### src/rtl/des_pkg.sv
// Shared command codes, FSM encodings and helpers for the DES region scheduler
// and the DES block wrapper it drives.
package des_pkg;

  localparam int unsigned CMD_W    = 32;
  localparam int unsigned REGION_W = 32;
  localparam int unsigned COUNT_W  = 64;

  localparam logic [CMD_W-1:0] CMD_READ_REGION = 32'd0;
  localparam logic [CMD_W-1:0] CMD_START       = 32'd1;
  localparam logic [CMD_W-1:0] CMD_RESTART     = 32'd3;

  typedef enum logic [3:0] {
    S_IDLE,
    S_LOAD_REQ,
    S_LOAD_REL,
    S_START_REQ,
    S_START_REL,
    S_RUN,
    S_COLLECT,
    S_RST_REQ,
    S_RST_REL,
    S_NEXT
  } sched_state_e;

  typedef enum logic [1:0] {
    PORT_IDLE,
    PORT_REQ,
    PORT_REL
  } port_state_e;

  typedef struct packed {
    logic [REGION_W-1:0] region;
    logic [COUNT_W-1:0]  count;
  } region_result_t;

  // Unsigned add that clamps at all-ones instead of wrapping.
  function automatic logic [COUNT_W-1:0] sat_add(input logic [COUNT_W-1:0] a,
                                                 input logic [COUNT_W-1:0] b);
    logic [COUNT_W:0] sum;
    sum = {1'b0, a} + {1'b0, b};
    return sum[COUNT_W] ? {COUNT_W{1'b1}} : sum[COUNT_W-1:0];
  endfunction

endpackage

### src/rtl/des_cmd_port.sv
// Generic REQ/REL command handshake: raise cmd_valid until acknowledged, then
// wait for the acknowledge to drop before reporting the command complete.
module des_cmd_port
  import des_pkg::*;
(
  input  logic                clk,
  input  logic                rst,
  input  logic                issue,
  input  logic [CMD_W-1:0]    cmd_code,
  input  logic [REGION_W-1:0] arg,
  input  logic                cmd_read,
  output logic [CMD_W-1:0]    cmd,
  output logic                cmd_valid,
  output logic [REGION_W-1:0] region,
  output logic                ack_c,
  output logic                complete_c
);

  port_state_e         phase_q, phase_d;
  logic [CMD_W-1:0]    cmd_q, cmd_d;
  logic [REGION_W-1:0] region_q, region_d;
  logic                cmd_valid_q, cmd_valid_d;
  logic                free_c;

  always_comb begin
    phase_d     = phase_q;
    cmd_d       = cmd_q;
    region_d    = region_q;
    cmd_valid_d = cmd_valid_q;
    ack_c       = 1'b0;
    complete_c  = 1'b0;
    free_c      = (phase_q == PORT_IDLE);
    case (phase_q)
      PORT_REQ: begin
        if (cmd_read) begin
          ack_c       = 1'b1;
          cmd_valid_d = 1'b0;
          phase_d     = PORT_REL;
        end
      end
      PORT_REL: begin
        if (!cmd_read) begin
          complete_c = 1'b1;
          phase_d    = PORT_IDLE;
          free_c     = 1'b1;
        end
      end
      default: ;
    endcase
    // A new command may start in the same cycle the previous one completes.
    if (free_c && issue) begin
      phase_d     = PORT_REQ;
      cmd_valid_d = 1'b1;
      cmd_d       = cmd_code;
      region_d    = arg;
    end
  end

  always_ff @(posedge clk) begin
    if (rst) begin
      phase_q     <= PORT_IDLE;
      cmd_q       <= '0;
      region_q    <= '0;
      cmd_valid_q <= 1'b0;
    end else begin
      phase_q     <= phase_d;
      cmd_q       <= cmd_d;
      region_q    <= region_d;
      cmd_valid_q <= cmd_valid_d;
    end
  end

  assign cmd       = cmd_q;
  assign cmd_valid = cmd_valid_q;
  assign region    = region_q;

endmodule

### src/rtl/des_region_scheduler.sv
// Sweeps a contiguous range of key-space regions through the DES wrapper,
// collecting each region's match counter into a saturating grand total.
module des_region_scheduler
  import des_pkg::*;
#(
  parameter int unsigned N = 32
) (
  input  logic                clk,
  input  logic                rst,
  input  logic                start,
  input  logic                abort,
  input  logic [REGION_W-1:0] first_region,
  input  logic [REGION_W-1:0] last_region,
  output logic [CMD_W-1:0]    cmd,
  output logic                cmd_valid,
  output logic [REGION_W-1:0] region,
  input  logic                cmd_read,
  input  logic                done,
  input  logic [COUNT_W-1:0]  counter,
  output logic                busy,
  output logic                result_valid,
  output logic [REGION_W-1:0] result_region,
  output logic [COUNT_W-1:0]  result_count,
  output logic [COUNT_W-1:0]  total_count,
  output logic                finished,
  output logic                aborted,
  output logic                range_err
);

  localparam logic [REGION_W-1:0] REGION_MASK =
    (N >= REGION_W) ? 32'hFFFF_FFFF : REGION_W'((64'd1 << N) - 64'd1);

  sched_state_e        state_q, state_d;
  logic [REGION_W-1:0] cur_q, cur_d;
  logic [REGION_W-1:0] last_q, last_d;
  logic [COUNT_W-1:0]  total_q, total_d;
  region_result_t      res_q, res_d;
  logic                result_valid_q, result_valid_d;
  logic                finished_q, finished_d;
  logic                aborted_q, aborted_d;
  logic                busy_q, busy_d;
  logic                range_err_q, range_err_d;
  logic                abort_pend_q, abort_pend_d;

  logic                abort_now_c;
  logic                issue_c;
  logic [CMD_W-1:0]    issue_code_c;
  logic                ack_c;
  logic                complete_c;

  assign abort_now_c = abort_pend_q | abort;

  always_comb begin
    state_d        = state_q;
    cur_d          = cur_q;
    last_d         = last_q;
    total_d        = total_q;
    res_d          = res_q;
    result_valid_d = 1'b0;
    finished_d     = 1'b0;
    aborted_d      = 1'b0;
    range_err_d    = range_err_q;
    abort_pend_d   = abort_pend_q | ((state_q != S_IDLE) && abort);
    issue_c        = 1'b0;
    issue_code_c   = CMD_READ_REGION;

    case (state_q)
      S_IDLE: begin
        if (start) begin
          if (last_region >= first_region) begin
            last_d       = last_region;
            cur_d        = first_region;
            total_d      = '0;
            range_err_d  = 1'b0;
            state_d      = S_LOAD_REQ;
            issue_c      = 1'b1;
            issue_code_c = CMD_READ_REGION;
          end else begin
            range_err_d = 1'b1;
            finished_d  = 1'b1;
          end
        end
      end
      S_LOAD_REQ:  if (ack_c) state_d = S_LOAD_REL;
      S_START_REQ: if (ack_c) state_d = S_START_REL;
      S_RST_REQ:   if (ack_c) state_d = S_RST_REL;
      S_LOAD_REL: begin
        if (complete_c) begin
          state_d      = S_START_REQ;
          issue_c      = 1'b1;
          issue_code_c = CMD_START;
        end
      end
      S_START_REL: if (complete_c) state_d = S_RUN;
      S_RUN: begin
        // An abort skips collection; the wrapper is still restarted cleanly.
        if (abort_now_c) begin
          state_d      = S_RST_REQ;
          issue_c      = 1'b1;
          issue_code_c = CMD_RESTART;
        end else if (done) begin
          state_d = S_COLLECT;
        end
      end
      S_COLLECT: begin
        res_d.region   = cur_q & REGION_MASK;
        res_d.count    = counter;
        result_valid_d = 1'b1;
        total_d        = sat_add(total_q, counter);
        state_d        = S_RST_REQ;
        issue_c        = 1'b1;
        issue_code_c   = CMD_RESTART;
      end
      S_RST_REL: begin
        if (complete_c) begin
          if (abort_now_c) begin
            state_d      = S_IDLE;
            aborted_d    = 1'b1;
            abort_pend_d = 1'b0;
          end else begin
            state_d = S_NEXT;
          end
        end
      end
      S_NEXT: begin
        // Compare before incrementing so an all-ones last region never wraps.
        if (cur_q == last_q) begin
          finished_d   = 1'b1;
          abort_pend_d = 1'b0;
          state_d      = S_IDLE;
        end else begin
          cur_d        = cur_q + 32'd1;
          state_d      = S_LOAD_REQ;
          issue_c      = 1'b1;
          issue_code_c = CMD_READ_REGION;
        end
      end
      default: state_d = S_IDLE;
    endcase

    busy_d = (state_d != S_IDLE);
  end

  always_ff @(posedge clk) begin
    if (rst) begin
      state_q        <= S_IDLE;
      cur_q          <= '0;
      last_q         <= '0;
      total_q        <= '0;
      res_q          <= '0;
      result_valid_q <= 1'b0;
      finished_q     <= 1'b0;
      aborted_q      <= 1'b0;
      busy_q         <= 1'b0;
      range_err_q    <= 1'b0;
      abort_pend_q   <= 1'b0;
    end else begin
      state_q        <= state_d;
      cur_q          <= cur_d;
      last_q         <= last_d;
      total_q        <= total_d;
      res_q          <= res_d;
      result_valid_q <= result_valid_d;
      finished_q     <= finished_d;
      aborted_q      <= aborted_d;
      busy_q         <= busy_d;
      range_err_q    <= range_err_d;
      abort_pend_q   <= abort_pend_d;
    end
  end

  des_cmd_port u_cmd_port (
    .clk        (clk),
    .rst        (rst),
    .issue      (issue_c),
    .cmd_code   (issue_code_c),
    .arg        (cur_d & REGION_MASK),
    .cmd_read   (cmd_read),
    .cmd        (cmd),
    .cmd_valid  (cmd_valid),
    .region     (region),
    .ack_c      (ack_c),
    .complete_c (complete_c)
  );

  assign busy          = busy_q;
  assign result_valid  = result_valid_q;
  assign result_region = res_q.region;
  assign result_count  = res_q.count;
  assign total_count   = total_q;
  assign finished      = finished_q;
  assign aborted       = aborted_q;
  assign range_err     = range_err_q;

endmodule

### config.mk
export PLATFORM = sky130hd
export DESIGN_NAME = des_region_scheduler
export DESIGN_NICKNAME = d
export VERILOG_FILES = /design/src/rtl/des_pkg.sv /design/src/rtl/des_cmd_port.sv /design/src/rtl/des_region_scheduler.sv
export SDC_FILE = /design/constraint.sdc
export NUM_CORES = 1
export LEC_CHECK = 0
export CAP_MARGIN = 25
export CELL_PAD_IN_SITES_DETAIL_PLACEMENT = 0
export CELL_PAD_IN_SITES_GLOBAL_PLACEMENT = 1
export CORE_MARGIN = 5
export CORE_UTILIZATION = 34
export CTS_BUF_LIST = sky130_fd_sc_hd__clkbuf_4 sky130_fd_sc_hd__clkbuf_8
export DETAILED_ROUTE_END_ITERATION = 16
export GPL_ROUTABILITY_DRIVEN = 1
export PLACE_DENSITY = 0.76
export SETUP_SLACK_MARGIN = 0.5
export SLEW_MARGIN = 15
export SYNTH_ARGS = -nofsm -noshare
export SYNTH_HDL_FRONTEND = slang
export SYNTH_SLANG_ARGS = --single-unit
### constraint.sdc
create_clock -name clk -period 3.4 [get_ports clk]
set_clock_uncertainty 0.2 [all_clocks]
set_input_delay 0.34 -clock clk [delete_from_list [all_inputs] [get_ports clk]]
set_output_delay 0.34 -clock clk [all_outputs]
set_load 0.05 [all_outputs]
==> metrics.md <==
| Metric | Value |
|---|---|
| Hold/Removal Path Class | `input pin to register` |
| Register area share after synthesis | `36.9%` |
| Placeable Area | `0.0429 mm^2` |
| Area Growth Syn to Fin | `62.4%` |
| Worst-path fanout max | `5` |
| Adder-Cell Fraction of Synth Area | `8.39%` |
| CP required | `3.74 ns` |
| Min setup slack post-route | `-0.0327 ns` |
| Int Pwr | `5.98 mW` |
| GPL Wtd Cong | `0.910` |
| Cell Pwr Density | `357 mW/mm^2` |
| Drt wl/cell | `18.7 um` |
| Total power | `8.52 mW` |
| DP Cell Count | `2,916` |
| Synth Area in XOR/XNOR | `5.54%` |
| Mux contribution to synthesized area | `0.340%` |
| TNS Setup | `-0.180 ns` |
| Antenna Violating Nets Remaining | `0` |
| Max-cap viol count | `0` |
| Post-synth ARST share | `0%` |
| Crit end category | `register` |
| Post-Syn Area per Cell | `8.19 um^2` |
| Worst-case vdd ir drop | `0.290 mV` |
| Crit path launch type | `register` |
| Vias in the first global route | `15,534` |
| Yosys warnings | `0` |
| Final setup vio count | `11` |
| Sw Pwr | `2.55 mW` |
| Total congestion overflow | `0` |
| Number of antenna violations at the first check in global routing | `1` |
| RSZ-0062 raised after global routing | `yes` |
| CTS clk-pin slew, worst paths | `0.06 ns` |
| Clock buffer depth | `3` |
| Period utilization | `101%` |
| Post-synthesis compound-gate area fraction | `25.2%` |
| Final Non-Filler Cells | `3,084` |
| Pre-antenna DRT Iters | `5` |
| Clock Power Share | `39.6%` |
| Placement row count | `76` |
| Simple-gate share of the synthesized area | `17.6%` |
| Chip width | `218 um` |
| Largest net degree at the start of global routing | `97` |
| Worst Setup Path Type | `register to register` |
| Layout cells sized above 1 | `29.1%` |
| Lkg Pwr | `10.3 nW` |
| Sw frac | `29.9%` |
| Logic pwr share | `21.1%` |
| Arr. time, crit path | `3.78 ns` |
| Run status | `finished, violations left` |
| Final min period | `3.43 ns` |
| Max Freq | `291 MHz` |
| Largest family of logic cells by synthesized area | `compound AO/OA/AOI/OAI gates` |
| DP Wirelength | `41.0 mm` |
| Post-Synthesis Cells | `1,794` |
| Overall routing resource usage | `22.6%` |
| Clk_lat worst skew | `0.66 ns` |
| Area of the die | `0.0475 mm^2` |
| Failing checks | `negative hold slack, negative setup slack` |
| DRT iter0 DRCs | `858` |
| Die Span Y | `218 um` |
| Final nets | `2,692` |
| Vias per cell | `5.13` |
| Root buf cell | `clkbuf_8` |
| Cell area after synthesis | `0.0147 mm^2` |
| Final hold viol count | `2` |
| Worst slew margin | `36.2%` |
| Seq cells post-synth | `271` |
| CTS tree | `built` |
| Via count | `15,810` |
| Post-route DRC | `0` |
| Max-slew violation count | `0` |
| Number of enable flip-flop cells after synthesis | `0` |
| Post-Layout Inst Area | `0.0239 mm^2` |
| Sequential power share | `39.3%` |
| Slew @ Worst Pin | `0.956 ns` |
| Placed Area | `0.0207 mm^2` |
| TritonCTS buffer count | `49` |
| Post-Route WL | `57.8 mm` |
| I/O pins | `364` |
| Clock Sinks | `271` |
| Port-buffer cells | `333` |
| H-tree levels | `2` |
| Post-synth cell types | `68` |
| Hold slack | `-0.0416 ns` |
| Initial core utilization | `34.3%` |
| Main synth FF type | `dfxtp_1` |
| First-pass GRT wire length | `86.1 mm` |
## layout make-up
type / instances / area [um^2]
Clock buffer: 79 / 937
Tap cell: 585 / 732
Antenna cell: 1 / 2.50
Sequential cell: 271 / 5480
Clock inverter: 10 / 121
Timing Repair Buffer: 716 / 6660
Multi-Input combinational cell: 1367 / 9740
Fill cell: 3910 / 19000
Inverter: 55 / 211
## kinds of logic (layout without fill, tap and decap cells)
kind of cell               Yosys count  in the layout
AOI/OAI and AO/OA                  563            564
and+or+nand+nor                    577            577
other                                1             31
muxes                                5              5
buffers and inverters              186            860
DFF                                271            271
xor gates and xnor gates            93             93
adders and majority gates           98             98
## Yosys cell counts, drive strengths merged, types with 4 or more instances
cell type    n  share of area (%)
a221o        6               0.41
clkbuf      80                2.0
a211oi      38                1.9
ha          97                8.3
o31ai        6               0.34
o22ai        8               0.34
nand2b      10               0.43
a221oi      12               0.71
nand4       32                1.4
a21boi       7               0.36
a31oi       18               0.81
a21o        44                2.2
nor2b       13               0.55
nor4         8               0.43
o21ai      134                4.6
and3        22               0.94
o21bai      11               0.56
o211ai      11               0.63
inv         55                1.4
nand3       32                1.1
a21oi      147                5.1
nor3        22               0.82
and2        10               0.43
mux2i        5               0.34
xnor2       72                4.3
and4         4               0.24
nand2      274                7.0
nor3b        6               0.31
dfxtp      271                 37
buf         51                2.5
nor2       129                3.3
nand3b       4               0.20
o21a         4               0.20
xor2        21                1.3
or3          5               0.21
a22o        94                5.6
## flip-flops by register name (all words and copies together), names as in the netlist, 2 cells and up
name                count
u_cmd_port.cmd          2
result_region          32
result_count           64
total_count            64
u_cmd_port.phase_q      2
last_q                 32
u_cmd_port.region      32
cur_q                  32
state_q                 4
## placed cells by master, fill, tap and decap left out, drive strengths merged, types with 12 or more instances in the layout
| master | count |
|---|---|
| buf | 355 |
| clkdlybuf4s50 | 289 |
| nand2 | 274 |
| dfxtp | 271 |
| a21oi | 147 |
| o21ai | 134 |
| nor2 | 129 |
| clkbuf | 100 |
| ha | 97 |
| a22o | 94 |
| xnor2 | 72 |
| inv | 57 |
| a21o | 44 |
| a211oi | 38 |
| dlygate4sd3 | 35 |
| nand4 | 32 |
| nand3 | 32 |
| conb | 30 |
| and3 | 22 |
| nor3 | 22 |
| xor2 | 21 |
| a31oi | 18 |
| nor2b | 13 |
| a221oi | 12 |
## timing repair
action	CTS	global route
hold endpoints to repair	28	12
pin swaps	62	73
gates cloned	8	4
hold buffers	24	11
setup endpoints to repair	132	129
resized for setup	186	224
setup buffers	19	12
## power by group through the flow
stage / clock, mW / combinational [mW] / sequential (mW)
after floorplan: 0 / 0.649 / 3.53
after global placement: 0 / 1.47 / 3.40
after detailed placement: 0 / 1.47 / 3.40
after CTS: 3.46 / 1.63 / 3.34
after global routing: 3.61 / 1.90 / 3.36
final: 3.37 / 1.80 / 3.35
## metal layers
| layer | share of wire, % | global-route usage (%) |
|---|---|---|
| met1 | 41 | 27.9 |
| met2 | 48 | 38.4 |
| met3 | 6.6 | 4.39 |
| met4 | 4.2 | 9.50 |
| met5 | 0.012 | 0 |
## worst max-delay path, cell delays in order, from the launching register on
cell and delay, ns:
dfxtp_4 0.35, ha_4 0.16, inv_2 0.05, fa_2 0.19, nand2b_4 0.14, a21oi_4 0.07, o211ai_2 0.18, o21ai_2 0.08
a221o_1 0.31, a221o_2 0.43, a22oi_2 0.18, a21oi_2 0.09, buf_4 0.15, a311o_2 0.41, nand2b_4 0.17, a22o_1 0.17
## worst paths after layout
check,from,to,slack [ns],cells past startpoint
worst min-delay path,first_region[21],cur_q[21],-0.04,5
worst max-delay path,total_count[0],total_count[23],-0.03,15
worst min register to register,total_count[2],total_count[2],0.25,2
worst max register to register,total_count[0],total_count[23],-0.03,15
## through the flow
stage,worst slack (ns),util (%)
after floorplan,0.168,-
after global placement,-0.675,48.4
after detailed placement,-0.753,48.4
after CTS,-0.156,53.5
after global routing,-0.168,55.7
final,-0.0327,55.7
No activity file was read; power rests on OpenSTA's default activity.
